==> src/rtl/pnu_combiner_pkg.sv <==
// Shared op encodings and the per-op identity value for the masked channel reducer.
package pnu_combiner_pkg;

    localparam logic [1:0] OP_OR   = 2'd0;
    localparam logic [1:0] OP_AND  = 2'd1;
    localparam logic [1:0] OP_XOR  = 2'd2;
    localparam logic [1:0] OP_XNOR = 2'd3;

    // Widest supported channel; callers cast the result down to their W.
    function automatic logic [63:0] op_identity(input logic [1:0] op);
        return (op == OP_AND) ? '1 : '0;
    endfunction

endpackage

==> src/rtl/pnu_reduce_stage.sv <==
// Combinational N_CH x W bitwise reducer (OR/AND/XOR/XNOR) over packed channels.
module pnu_reduce_stage
    import pnu_combiner_pkg::*;
#(
    parameter int unsigned N_CH = 4,
    parameter int unsigned W    = 8
) (
    input  logic [N_CH*W-1:0] data,
    input  logic [1:0]        op,
    output logic [W-1:0]      result
);

    logic [W-1:0] acc;

    always_comb begin
        acc = data[W-1:0];
        for (int unsigned k = 1; k < N_CH; k++) begin
            case (op)
                OP_OR:   acc = acc | data[k*W +: W];
                OP_AND:  acc = acc & data[k*W +: W];
                default: acc = acc ^ data[k*W +: W];
            endcase
        end
        // XNOR reduces as XOR then inverts once; disabled channels were fed zeros.
        result = (op == OP_XNOR) ? ~acc : acc;
    end

endmodule

==> src/rtl/pnu_reduce_combiner.sv <==
// Two-stage valid/ready masked channel combiner.
// Optional out_parity output is enabled by defining PNU_REDUCE_PARITY_EN.
module pnu_reduce_combiner
    import pnu_combiner_pkg::*;
#(
    parameter int unsigned N_CH = 4,
    parameter int unsigned W    = 8
) (
    input  logic              clk,
    input  logic              rst,
    input  logic              in_valid,
    output logic              in_ready,
    input  logic [N_CH*W-1:0] in_data,
    input  logic [N_CH-1:0]   in_mask,
    input  logic [1:0]        in_op,
    output logic              out_valid,
    input  logic              out_ready,
    output logic [W-1:0]      out_data,
    output logic              out_empty
`ifdef PNU_REDUCE_PARITY_EN
    ,
    output logic              out_parity
`endif
);

    logic              s1_valid;
    logic [N_CH*W-1:0] s1_data;
    logic [1:0]        s1_op;
    logic              s1_empty;
    logic              s2_valid;
    logic [W-1:0]      s2_data;
    logic              s2_empty;

    logic              s2_free;
    logic              s1_adv;
    logic              in_fire;
    logic [W-1:0]      ident;
    logic [N_CH*W-1:0] masked;
    logic [W-1:0]      reduced;

    assign s2_free  = !s2_valid || out_ready;
    assign s1_adv   = s1_valid && s2_free;
    assign in_ready = !s1_valid || s1_adv;
    assign in_fire  = in_valid && in_ready;

    always_comb begin
        ident  = W'(op_identity(in_op));
        masked = '0;
        for (int unsigned k = 0; k < N_CH; k++) begin
            masked[k*W +: W] = in_mask[k] ? in_data[k*W +: W] : ident;
        end
    end

    always_ff @(posedge clk or posedge rst) begin
        if (rst) begin
            s1_valid <= 1'b0;
            s1_data  <= '0;
            s1_op    <= OP_OR;
            s1_empty <= 1'b0;
        end else if (in_fire) begin
            s1_valid <= 1'b1;
            s1_data  <= masked;
            s1_op    <= in_op;
            s1_empty <= (in_mask == '0);
        end else if (s1_adv) begin
            s1_valid <= 1'b0;
        end
    end

    pnu_reduce_stage #(
        .N_CH (N_CH),
        .W    (W)
    ) u_reduce (
        .data   (s1_data),
        .op     (s1_op),
        .result (reduced)
    );

    always_ff @(posedge clk or posedge rst) begin
        if (rst) begin
            s2_valid <= 1'b0;
            s2_data  <= '0;
            s2_empty <= 1'b0;
        end else if (s1_adv) begin
            s2_valid <= 1'b1;
            s2_data  <= reduced;
            s2_empty <= s1_empty;
        end else if (out_ready) begin
            s2_valid <= 1'b0;
        end
    end

`ifdef PNU_REDUCE_PARITY_EN
    logic s2_parity;

    always_ff @(posedge clk or posedge rst) begin
        if (rst) begin
            s2_parity <= 1'b0;
        end else if (s1_adv) begin
            s2_parity <= ^reduced;
        end
    end

    assign out_parity = s2_parity;
`endif

    assign out_valid = s2_valid;
    assign out_data  = s2_data;
    assign out_empty = s2_empty;

endmodule

==> config.mk <==
export PLATFORM = sky130hd
export DESIGN_NAME = pnu_reduce_combiner
export DESIGN_NICKNAME = d
export VERILOG_FILES = /design/src/rtl/pnu_combiner_pkg.sv /design/src/rtl/pnu_reduce_stage.sv /design/src/rtl/pnu_reduce_combiner.sv
export SDC_FILE = /design/constraint.sdc
export NUM_CORES = 1
export LEC_CHECK = 0
export BUFFER_PORTS_ARGS = -buffer_cell sky130_fd_sc_hd__buf_2
export CAP_MARGIN = 20
export CORE_ASPECT_RATIO = 1.75
export CORE_MARGIN = 4
export CORE_UTILIZATION = 36
export CTS_CLUSTER_SIZE = 10
export DETAILED_ROUTE_END_ITERATION = 6
export GPL_ROUTABILITY_DRIVEN = 1
export HOLD_SLACK_MARGIN = 0.06
export PLACE_DENSITY = 0.65
export RECOVER_POWER = 25
export SLEW_MARGIN = 25
export SYNTH_ARGS = -nofsm -noshare
export SYNTH_HDL_FRONTEND = slang
export SYNTH_HIERARCHICAL = 1
export SYNTH_SLANG_ARGS = --single-unit
==> constraint.sdc <==
create_clock -name clk -period 2.8 [get_ports clk]
set_clock_uncertainty 0.2 [all_clocks]
set_input_delay 0.28 -clock clk [delete_from_list [all_inputs] [get_ports clk]]
set_output_delay 0.28 -clock clk [all_outputs]
set_load 0.005 [all_outputs]
; ---- After elaboration in Yosys (flattened, before gate mapping)
; Cells that the tools add are included.
[word_totals]
reg_bits = 46
output_inout_bits = 11
input_bits = 42
[classes]
n_mux = 13
reduce_logical = 10
eq_ne = 3
n_bitwise = 10
[ops]
columns = cell, count
row1 = $mux W8, 6
row2 = $pmux W8 S2, 3
row3 = $and A8 B8 Y8, 3
row4 = $or A8 B8 Y8, 3
row5 = $xor A8 B8 Y8, 3
row6 = $not A8 Y8, 1
row7 = $eq A2 B1 Y1 const B, 2
row8 = $logic_not A4 Y1, 1
row9 = $mux W1, 4
row10 = $reduce_bool A2 Y1, 2
row11 = $eq A2 B2 Y1 const B, 1
row12 = $logic_and A1 B1 Y1, 2
row13 = $logic_not A1 Y1, 2
row14 = $logic_not A2 Y1, 1
row15 = $logic_or A1 B1 Y1, 2

; ---- Longest topological paths before layout
; Gate-level depths: netlist of the first run.
[depth]
word_depth = 8
mapped_depth = 14
ltp_nobuf = 14

; ---- Cells and area by module
; Netlist of the first run, hierarchy kept.
[by_module_without_submodules]
columns = module, area_per_inst_um2, seq_area_each_um2, cells_each, n_inst
row1 = pnu_reduce_combiner, 1958.1, 1151.1, 182, 1
row2 = pnu_reduce_stage, 1526.5, 0.0, 210, 1

; ---- Least setup slack after synthesis of the first run
; Ideal clock, no wire load.
[synth_timing]
path_kind = reg-to-reg
start = register s1_op[1]
end = register s2_data[4], in the netlist out_data[4]
setup_slack_ns = 0.198
period_less_slack_ns = 2.602
stages_incl_launch_ff = 14
t_required_ns = 2.475
setup_time_ns = 0.125
arrival_ns = 2.277
path_buffers = 2
cell_sequence = dfrtp_1 buf_2 buf_2 nor3_1 a21oi_1 ha_1 nor2b_1 nor3_1 a21oi_1 ha_1 xor2_1 nand2_1 o21ai_0 mux2_2
[synth_between]
elab_chain_cells = 8
elab_cells_between_ends = 14
classes_between = eq/ne (2) / mux (4) / bitwise (7) / reduce/logical (1)
[synth_rtl]
columns = element, line_no
row1 = start: declaration, pnu_reduce_combiner.sv:28  ; logic [1:0] s1_op;
row2 = start signal: assignment, pnu_reduce_combiner.sv:63  ; s1_op <= in_op;
row3 = $eq A2 B1 Y1 / $logic_not A2 Y1 (equally long branches), pnu_reduce_stage.sv:18  ; case (op)
row4 = $pmux W8 S2, pnu_reduce_stage.sv:18
row5 = "$xor A8 B8 Y8, or another cell as far along", pnu_reduce_stage.sv:21  ; default: acc = acc ^ data[k*W +: W];
row6 = $pmux W8 S2, pnu_reduce_stage.sv:18
row7 = "$xor A8 B8 Y8, or another cell as far along", pnu_reduce_stage.sv:21
row8 = $pmux W8 S2, pnu_reduce_stage.sv:18
row9 = $not A8 Y8, pnu_reduce_stage.sv:25  ; result = (op == OP_XNOR) ? ~acc : acc;
row10 = $mux W8 *, pnu_reduce_stage.sv:25
row11 = via reduced[4], pnu_reduce_combiner.sv:39  ; logic [W-1:0] reduced;
row12 = end signal: assignment, pnu_reduce_combiner.sv:86  ; s2_data <= reduced;
row13 = end: declaration, pnu_reduce_combiner.sv:31  ; logic [W-1:0] s2_data;
; The timed path passes the listed nets; every way through them passes the cells marked *.
; A chain may end at the register's enable or synchronous reset.

; ---- Worst setup path in the final report of the first run
[layout_timing]
start = register s1_data[13]
end = register s2_data[5], in the netlist out_data[5]
[layout_between]
elab_chain_cells = 8
elab_cells_between_ends = 14
classes_between = mux (4) / bitwise (10)
[layout_rtl]
columns = element, line_no
row1 = start: declaration, pnu_reduce_combiner.sv:27  ; logic [N_CH*W-1:0] s1_data;
row2 = start signal: assignment, pnu_reduce_combiner.sv:62  ; s1_data <= masked;
row3 = "$xor A8 B8 Y8, or another cell as far along", pnu_reduce_stage.sv:21
row4 = $pmux W8 S2 *, pnu_reduce_stage.sv:18
row5 = "$xor A8 B8 Y8, or another cell as far along", pnu_reduce_stage.sv:21
row6 = $pmux W8 S2 *, pnu_reduce_stage.sv:18
row7 = "$xor A8 B8 Y8, or another cell as far along", pnu_reduce_stage.sv:21
row8 = $pmux W8 S2 *, pnu_reduce_stage.sv:18
row9 = $not A8 Y8, pnu_reduce_stage.sv:25
row10 = $mux W8 *, pnu_reduce_stage.sv:25
row11 = via reduced[5], pnu_reduce_combiner.sv:39
; Marked as above.

==> results of run 1 <==
-- logic make-up after synthesis --
kind of cell | Yosys count | synth area share
mux | 24 | 0.0772
compound gates | 134 | 0.203
buf+inv | 69 | 0.0862
xor+xnor | 8 | 0.0201
flops | 46 | 0.330
fa+ha+maj | 48 | 0.172
simple gates | 63 | 0.111
-- layout make-up --
type / instances / area share
clock inverter: 1 / 0.00721
sequential: 46 / 0.276
multi-input combinational: 277 / 0.516
clock buffer: 6 / 0.0333
timing repair buffer: 66 / 0.0934
inverter: 41 / 0.0372
tap: 122 / 0.0366
-- flip-flops by register name, indices dropped and copies added, names as in the netlist --
register / flops
out_valid: 1
s1_valid: 1
s1_data: 32
s1_op: 2
out_data: 8
s1_empty: 1
out_empty: 1
-- path summary, 6_finish.rpt --
| kind | slack [ns] | to | cells after the start | from |
|---|---|---|---|---|
| max | 0.03 | out_data[5]$_DFFE_PP0P_ | 15 | s1_data[13]$_DFFE_PP0P_ |
| min | 0.08 | s1_op[0]$_DFFE_PP0P_ | 2 | in_op[0] |
| max reg2reg | 0.03 | out_data[5]$_DFFE_PP0P_ | 15 | s1_data[13]$_DFFE_PP0P_ |
| min reg2reg | 0.30 | out_data[0]$_DFFE_PP0P_ | 1 | out_data[0]$_DFFE_PP0P_ |
| max in group asynchronous | 1.43 | s1_data[23]$_DFFE_PP0P_ | 3 | rst |
| min in group asynchronous | 0.46 | s1_empty$_DFFE_PP0P_ | 3 | rst |
-- cell usage in the layout, fill, tap and decap left out --
master         instances
a21oi_1              108
dfrtp_1               46
buf_2                 45
ha_1                  44
inv_1                 40
nor2b_1               25
a21o_1                14
nor3_2                13
nand2_1               11
mux2_2                10
mux2i_1               10
buf_4                  8
xor2_1                 8
o21ai_1                7
clkbuf_1               6
clkbuf_16              5
mux2_4                 4
nor3b_2                4
ha_2                   4
nand2b_1               3
o21ai_0                3
buf_12                 2
a21oi_2                2
nor2b_4                2
buf_6                  2
nand3b_4               1
and2_1                 1
clkinv_2               1
nor4_1                 1
clkbuf_8               1
bufinv_16              1
dlygate4sd3_1          1
buf_1                  1
clkbuf_2               1
nor2b_2                1
nor3_4                 1
-- where the power goes --
part	switching (mW)	total [mW]	leakage (nW)	internal, mW
Combinational	0.574	1.13	1.45	0.554
Clock	0.250	0.691	0.0829	0.441
Sequential	0.101	0.904	0.536	0.802
-- worst max-delay path, stage by stage, from the launching register on --
cell	delay, ns
dfrtp_1	0.40
inv_1	0.07
ha_2	0.17
nor2b_4	0.16
nor3_4	0.06
buf_4	0.13
a21o_1	0.15
ha_2	0.16
nor2b_1	0.13
nor3_2	0.07
buf_4	0.14
a21o_1	0.15
ha_1	0.17
mux2i_1	0.13
o21ai_1	0.08
mux2_4	0.28
-- timing repair --
| item | 4_1_cts | 5_1_grt |
|---|---|---|
| endpoints found under the hold margin | 0 | 46 |
| endpoints found under the setup margin | 0 | 8 |
| setup buffers | 0 | 4 |
| hold buffers | 0 | 1 |
| resized for setup | 0 | 30 |
-- stage by stage --
step                      setup WS [ns]  area (um^2)  std cells  total power [mW]   util
final                            0.0298         4170        559              2.72  0.440
after global routing            -0.0836         4170        559              2.95  0.440
after CTS                        0.0189         4010        554              2.67  0.424
after detailed placement         0.0270         3840        547              1.97  0.406
after global placement            0.161         3840        547              1.91  0.406
after floorplan                   0.198         3480        392              1.69      -
-- metal layers --
| layer | part of all wire | vias up |
|---|---|---|
| met4 | 0.037 | 0 |
| li1 | - | 1408 |
| met1 | 0.39 | 1350 |
| met2 | 0.52 | 73 |
| met5 | 0 | - |
| met3 | 0.046 | 19 |
==> impl_metrics.py, run 1 <==
metrics = {
    "outcome": {
        "status": "finished, final reports clean",
    },
    "logic_synthesis": {
        "yosysWarningCount": 6,
        "ys_seq_area_frac": 0.330,
        "synth_top_area_cell": "dfrtp_1",
        "async_reset_ff_frac": 1.00,
        "synthCells": 392,
        "syn_avg_cell_area_um2": 8.89,
        "synth_ff_type": "dfrtp_1",
        "synth_area_leaders": "dfrtp_1 33%, ha_1 17%, a21oi_1 16%",
        "synth_common_cells": "110 x a21oi_1, 48 x ha_1, 46 x dfrtp_1, 41 x inv_1, 28 x nor2b_1",
        "syn_nets": 482,
        "synth.most_common_cell": "a21oi_1",
        "synth_top_area_frac": 0.330,
        "ys_seq_elements": 46,
        "synth_area_um2": 3480,
        "yosysUniqueCellTypes": 24,
        "synth-edff-count": 0,
    },
    "floorplanning": {
        "num_rows": 47,
        "coreArea_um2": 9470,
        "ios": 53,
        "die_w_um": 82.4,
        "die_area_um2": 11400,
        "start_util": 0.368,
        "dieHeight_um": 138,
    },
    "placement": {
        "gp_congestion": 0.757,
        "dp_hpwl_um": 5780,
        "portBuffers": 52,
    },
    "setup_path": {
        "cp.required_ns": 2.77,
        "arrival_ns": 2.74,
        "crit_type": "reg -> reg",
        "start_kind": "register",
        "crit_fanout": 3,
        "end_kind": "register",
    },
    "grt": {
        "top_usage_layer": "met2",
        "grt_remaining_overflow": 0,
        "antenna_found_initial": 0,
        "met1_usage": 0.163,
        "grt_pass1_vias": 2886,
        "gr-usage-met2": 0.260,
        "grt_pass1_wl_um": 13400,
        "grt_max_degree": 47,
        "use_met3": 0.0306,
        "track_usage": 0.148,
    },
    "detailed_routing": {
        "antenna_left": 0,
        "finalWirelength_um": 8230,
        "drt_iter0_markers": 142,
        "drc": 0,
        "post_drt_via_cell_ratio": 5.10,
        "post_drt_wl_per_cell_um": 14.7,
        "vias": 2850,
        "first_pass_iters": 4,
    },
    "timing": {
        "period_needed_ns": 2.77,
        "fmaxAchievable_mhz": 361,
        "fin_setup_tns_ns": 0,
        "setup_violations": 0,
        "holdWs_ns": 0.0800,
        "slew_viol_final": 0,
        "relSlewSlack": 0.430,
        "tightest_slew_ns": 0.856,
        "post-route-period-util": 0.989,
        "rsz0062_at_grt": "yes",
        "hold_viol_final": 0,
    },
    "cts": {
        "clk_latency_ns": 0.29,
        "cts.sinks": 46,
        "cts_buffer_depth": 2,
        "clkTransAtPathRegs_ns": 0.06,
        "cts_buffers": 5,
        "root_buffer": "clkbuf_16",
        "cts_tree": "built",
        "cts_max_level": 2,
    },
    "pwr": {
        "leakagePower_nw": 2.06,
        "power_density_nw_per_um2": 654,
        "peakVddDrop_mv": 0.269,
    },
    "worst_hold_path": {
        "hold_path.class": "in -> reg",
    },
    "finish": {
        "n_fill_cell": 911,
        "drive_gt1_frac": 0.247,
        "seq_area_um2": 1150,
        "fin_nets": 527,
        "antenna_cells": 0,
        "multi_input_area_um2": 2150,
        "synthToLayoutAreaGrowth_pct": 19.5,
    },
    "job": {
        "maxCapViolations": 0,
    },
}
No activity file was read; power rests on OpenSTA's default activity.
==> run 2: changes to the inputs <==
- ABC_AREA: unset -> 1
- PLACE_DENSITY: 0.65 -> 0.64
==> run 2 against run 1 <==
  * Combinational power barely moved
  * Highest routed layer unchanged
  * Synthesized cell count rose by 39%
  * Wire length fell by 3.7%
  * Critical endpoint is now out_data[4]$_DFFE_PP0P_
  * Fmax rose by 5.8%
  * Design area rose by 6.1%
  * Non-clock buffer count rose by 2
  * Total power rose by 3.4%
  * Die area rose by 9.6%
  * Global-route usage fell by 1.4 points
==> impl_metrics.py, run 2 <==
metrics = {
    "setup_path": {
        "crit_chain": "inv_8 -> nand2_8 -> buf_4 -> nor2_4 -> nor2_1 -> o21ai_1 -> ha_1 -> nor2_1 -> nor2_1 -> o21ai_1 -> ha_1 -> inv_1 -> o21ai_0 -> nand3_1 -> nand2_1 -> nand3_1 -> nand2_1",
        "crit_start": "s1_op[1]$_DFFE_PP0P_",
        "slowest_delay_ns": 0.44,
        "cp.required_ns": 2.78,
        "crit_slowest_cell": "dfrtp_1",
        "rr_worst_depth": 17,
        "cpMostUsedCell": "nor2_1",
        "start_kind": "register",
        "crit_type": "reg -> reg",
        "arrival_ns": 2.60,
        "reg2reg_from": "s1_op[1]$_DFFE_PP0P_",
        "crit_fanout": 14,
        "end_kind": "register",
    },
    "detailed_routing": {
        "post_drt_via_cell_ratio": 4.49,
        "vias": 3253,
        "drc": 0,
        "drt_iter0_markers": 108,
        "finalWirelength_um": 7920,
        "antenna_left": 0,
        "post_drt_wl_per_cell_um": 10.9,
        "first_pass_iters": 4,
    },
    "cts": {
        "cts_max_level": 2,
        "clkTransAtPathRegs_ns": 0.06,
        "cts_tree": "built",
        "root_buffer": "clkbuf_16",
        "clk_latency_ns": 0.29,
        "cts_buffers": 5,
        "cts_buffer_depth": 2,
        "cts.sinks": 46,
    },
    "finish": {
        "final_common_cell": "nand2_1",
        "synthToLayoutAreaGrowth_pct": 14.9,
        "antenna_cells": 0,
        "top_register": "s1_data",
        "n_fill_cell": 1065,
        "mostFrequentLayoutCells": "216 x nand2_1, 67 x inv_1, 53 x nor2_1, 51 x buf_2, 48 x ha_1",
        "fin_nets": 687,
        "drive_gt1_frac": 0.192,
        "finish.instance_area_um2": 4420,
        "largest_register_ffs": 32,
        "final_cells": 725,
    },
    "outcome": {
        "status": "finished, final reports clean",
    },
    "grt": {
        "grt_remaining_overflow": 0,
        "antenna_found_initial": 0,
        "grt_pass1_wl_um": 13800,
        "track_usage": 0.134,
        "grt_pass1_vias": 3078,
        "grt_max_degree": 36,
    },
    "floorplanning": {
        "start_util": 0.371,
        "num_rows": 49,
        "die_area_um2": 12500,
        "die_w_um": 86.1,
        "ios": 53,
        "dieHeight_um": 145,
        "coreArea_um2": 10400,
    },
    "logic_synthesis": {
        "ys_seq_area_frac": 0.299,
        "synthCells": 545,
        "synth.most_common_cell": "nand2_1",
        "syn_nets": 635,
        "yosysWarningCount": 6,
        "ys_seq_elements": 46,
        "synth_ff_type": "dfrtp_1",
        "synth_common_cells": "216 x nand2_1, 67 x inv_1, 56 x nor2_1, 48 x ha_1, 46 x dfrtp_1",
        "synth_top_area_cell": "dfrtp_1",
        "synth_area_um2": 3850,
        "yosysUniqueCellTypes": 27,
        "synth-edff-count": 0,
        "synth_top_area_frac": 0.299,
        "async_reset_ff_frac": 1.00,
        "syn_avg_cell_area_um2": 7.06,
        "synth_area_leaders": "dfrtp_1 30%, nand2_1 21%, ha_1 16%",
    },
    "placement": {
        "portBuffers": 52,
        "placed_area_um2": 4130,
        "dp_hpwl_um": 6140,
        "gp_congestion": 0.789,
        "dp_slack_ns": 0.173,
        "dp.cells": 706,
    },
    "timing": {
        "period_needed_ns": 2.62,
        "post-route-period-util": 0.935,
        "relSlewSlack": 0.469,
        "tightest_slew_ns": 0.796,
        "hold_viol_final": 0,
        "fin_ws_ns": 0.181,
        "setup_violations": 0,
        "slew_viol_final": 0,
        "fmaxAchievable_mhz": 382,
    },
    "worst_hold_path": {
        "hold_start": "in_data[4]",
        "hold_path.class": "in -> reg",
        "whs_path_depth": 5,
    },
    "job": {
        "maxCapViolations": 0,
    },
    "pwr": {
        "power_density_nw_per_um2": 637,
        "peakVddDrop_mv": 0.316,
        "leakagePower_nw": 2.58,
        "fin_total_pwr_mw": 2.81,
    },
}
-- run 2: changes by cell type after synthesis, sizes merged, moves of 5 or more --
cell and delta:
clkbuf -10, nor2 +68, buf +5, a21oi -110, mux2i -10, nand2 +208
o21ai +16, nand3 +24, a21o -14, nor2b -28, mux2 -14, inv +30
xor2 -8
-- run 2: what timing repair did --
item,4_1_cts,5_1_grt
hold buffers,1,0
endpoints found under the hold margin,20,0
endpoints found under the setup margin,0,4
gates resized for setup,0,5
setup buffers,0,10
-- run 2: routing by layer --
layer / vias to the layer above / wire length [um] / global-route usage
met1: 1416 / 3550 / 0.163
met2: 80 / 3810 / 0.234
met3: 8 / 417 / 0.0238
met4: 0 / 150 / 0.0500
li1: 1749 / - / -
met5: - / 0 / 0
-- run 2: per-stage QoR --
step | utilization | TNS, ns | hold slack (ns)
floorplan | - | 0 | 0.254
global placement | 0.399 | 0 | 0.117
detailed placement | 0.399 | 0 | 0.116
CTS | 0.419 | 0 | 0.0761
global route | 0.427 | -0.00134 | 0.0833
finish | 0.427 | 0 | 0.0808
-- run 2: final timing paths --
check | end | slack, ns
max | out_data[4]$_DFFE_PP0P_ | 0.18
min | s1_data[4]$_DFFE_PP0P_ | 0.08
max reg2reg | out_data[4]$_DFFE_PP0P_ | 0.18
min reg2reg | out_data[4]$_DFFE_PP0P_ | 0.27
max in group asynchronous | s1_op[0]$_DFFE_PP0P_ | 1.07
min in group asynchronous | out_data[6]$_DFFE_PP0P_ | 0.48
-- run 2: worst max-delay path: cells and delay by family, from the launching register on --
kind,cells,cell delay (ns)
flip-flops,1,0.44
adder cells (fa/ha/maj),2,0.48
AND/OR/NAND/NOR,9,0.78
buffers and inverters,3,0.37
AO/OA/AOI/OAI,3,0.23
-- run 2: layout make-up --
class                   count  area [um^2]  area share
multi-input cells         405         2250       0.509
flip-flops and latches     46         1150       0.261
repair buffers             68          382      0.0863
inverters                  71          277      0.0626
well taps                 127          159      0.0359
clock buffers               6          139      0.0314
clock inverters             2         60.1      0.0136
-- run 2: where the power goes --
part	switching [mW]	internal [mW]
Clock	0.246	0.536
Combinational	0.660	0.469
Sequential	0.105	0.798
Total	1.01	1.80
-- run 2: cell families (layout without fill, tap and decap cells) --
family,after synthesis,after routing,synth area share
flip-flops,46,46,0.299
adder cells (fa/ha/maj),48,48,0.156
AND/OR/NAND/NOR,331,331,0.394
buffers and inverters,94,147,0.117
AO/OA/AOI/OAI,26,26,0.0338
==> run 3: changes to the inputs <==
- CORE_ASPECT_RATIO: 1.75 -> 1.25
- PLACE_DENSITY: 0.64 -> 0.65
- SETUP_SLACK_MARGIN: unset -> 0.02
==> run 3 against run 2 <==
  * First-iteration DRC count increased by 8.3%
  * Total power decreased by 3.5%
  * Via count decreased by 0.86%
  * Clock power decreased by 14%
  * Core utilization decreased by 0.14 points
  * Combinational power about the same
  * Sequential share of layout area increased by 0.34 points
  * Hold slack got worse by 0.0073 ns
  * Wire length increased by 2.9%
  * Die area decreased by 0.44%
  * Design area decreased by 1.3%
  * Largest cell class unchanged
  * Highest routed layer unchanged
  * Critical path type unchanged
==> impl_metrics.py, run 3 (same netlist as run 2, synthesis figures left out) <==
metrics = {
    "outcome": {
        "status": "finished, final reports clean",
    },
    "cts": {
        "cts_buffers": 5,
        "cts_tree": "built",
        "cts_buffer_depth": 2,
        "clk_latency_ns": 0.29,
        "cts_max_level": 2,
        "clkTransAtPathRegs_ns": 0.07,
        "cts.sinks": 46,
        "root_buffer": "clkbuf_16",
    },
    "placement": {
        "dp.cells": 708,
        "portBuffers": 52,
        "gp_congestion": 0.778,
        "dp_hpwl_um": 6050,
    },
    "timing": {
        "post-route-period-util": 0.941,
        "setup_violations": 0,
        "rsz0062_at_grt": "no",
        "fmaxAchievable_mhz": 380,
        "period_needed_ns": 2.63,
        "relSlewSlack": 0.218,
        "hold_viol_final": 0,
        "slew_viol_final": 0,
        "fin_setup_tns_ns": 0,
        "tightest_slew_ns": 1.17,
    },
    "floorplanning": {
        "dieHeight_um": 124,
        "start_util": 0.375,
        "coreArea_um2": 10300,
        "num_rows": 41,
        "die_area_um2": 12400,
        "die_w_um": 100,
        "ios": 53,
    },
    "pwr": {
        "p_int_mw": 1.68,
        "p_switching_mw": 1.04,
        "combinationalPowerShare": 0.419,
        "power_frac_clock": 0.248,
        "power_density_nw_per_um2": 622,
        "p_sw_frac": 0.383,
        "p_seq_frac": 0.333,
        "peakVddDrop_mv": 0.254,
        "leakagePower_nw": 2.52,
    },
    "setup_path": {
        "rr_worst_depth": 16,
        "crit_fanout": 16,
        "arrival_ns": 2.61,
        "start_kind": "register",
        "end_kind": "register",
        "cp.required_ns": 2.78,
        "crit_type": "reg -> reg",
    },
    "finish": {
        "final_common_cell": "nand2_1",
        "final_cells": 720,
        "n_fill_cell": 1070,
        "fin_nets": 680,
        "largest_register_ffs": 32,
        "antenna_cells": 0,
        "synthToLayoutAreaGrowth_pct": 13.4,
        "drive_gt1_frac": 0.190,
        "mostFrequentLayoutCells": "217 x nand2_1, 66 x inv_1, 48 x ha_1, 46 x buf_2, 45 x dfrtp_1",
        "top_register": "s1_data",
    },
    "grt": {
        "grt_remaining_overflow": 0,
        "grt_max_degree": 47,
        "grt_pass1_vias": 3031,
        "track_usage": 0.137,
        "antenna_found_initial": 0,
        "grt_pass1_wl_um": 13900,
    },
    "detailed_routing": {
        "vias": 3225,
        "first_pass_iters": 4,
        "drt_iter0_markers": 117,
        "post_drt_wl_per_cell_um": 11.3,
        "drc": 0,
        "antenna_left": 0,
        "post_drt_via_cell_ratio": 4.48,
        "finalWirelength_um": 8160,
    },
    "job": {
        "maxCapViolations": 0,
    },
    "worst_hold_path": {
        "whs_path_depth": 4,
        "hold_path.class": "in -> reg",
    },
}
## run 3: power by group through the flow
stage          Clock, mW  Sequential [mW]  Combinational, mW
2_1_floorplan          0            0.891              0.881
3_3_place_gp           0            0.906               1.07
3_5_place_dp           0            0.915               1.11
4_1_cts            0.695            0.903               1.12
5_1_grt            0.713            0.927               1.34
6_report           0.673            0.903               1.14
## run 3: worst paths after layout
check                                          end                     from  slack (ns)
setup / recovery           out_data[0]$_DFFE_PP0P_     s1_op[1]$_DFFE_PP0P_        0.17
hold / removal                s1_valid$_DFFE_PP0P_                out_ready        0.07
setup reg to reg           out_data[0]$_DFFE_PP0P_     s1_op[1]$_DFFE_PP0P_        0.17
hold reg to reg            out_data[2]$_DFFE_PP0P_  out_data[2]$_DFFE_PP0P_        0.27
max in group asynchronous     s1_op[0]$_DFFE_PP0P_                      rst        0.91
min in group asynchronous  s1_data[22]$_DFFE_PP0P_                      rst        0.71
## run 3: timing repair
| action | CTS | global route |
|---|---|---|
| hold buffers | 1 | 0 |
| buffers inserted | 0 | 3 |
| endpoints found under the setup margin | 0 | 8 |
| endpoints found under the hold margin | 46 | 0 |
| gates resized for setup | 0 | 14 |
## run 3: critical path: stages (launching register included)
cell     delay (ns)
dfrtp_1        0.44
inv_8          0.07
nand2_8        0.20
nor2_1         0.09
nor2_1         0.10
o21ai_0        0.10
ha_1           0.28
nor2_1         0.16
nor2_1         0.06
o21ai_0        0.12
ha_1           0.28
inv_1          0.07
o21ai_0        0.07
nand3_1        0.08
nand2_1        0.06
nand3_1        0.08
nand2_1        0.06
## run 3: final cells by class
class,instances,area [um^2],share of cell area
multi-input cells,405,2270,0.521
flip-flops and latches,46,1150,0.264
repair buffers,61,333,0.0763
inverters,71,277,0.0634
well taps,129,161,0.0370
clock buffers,5,125,0.0287
clock inverters,3,40.0,0.00918
## run 3: per-layer routing
metal,part of all wire,wire length [um],GRT usage,vias to the layer above
li1,-,-,-,1731
met1,0.46,3780,0.175,1423
met2,0.48,3910,0.238,64
met3,0.045,364,0.0231,7
met4,0.012,101,0.0379,0
met5,0,0,0,-
## run 3: per-stage QoR
stage | hold slack, ns | setup WS (ns) | utilization | cell area, um^2 | power, mW
6_report | 0.0735 | 0.166 | 0.425 | 4360 | 2.72
5_1_grt | 0.0988 | 0.0148 | 0.425 | 4360 | 2.97
3_5_place_dp | 0.254 | 0.141 | 0.403 | 4130 | 2.02
2_1_floorplan | 0.254 | 0.390 | - | 3850 | 1.77
3_3_place_gp | 0.251 | 0.235 | 0.403 | 4130 | 1.97
4_1_cts | 0.0774 | 0.121 | 0.420 | 4310 | 2.71
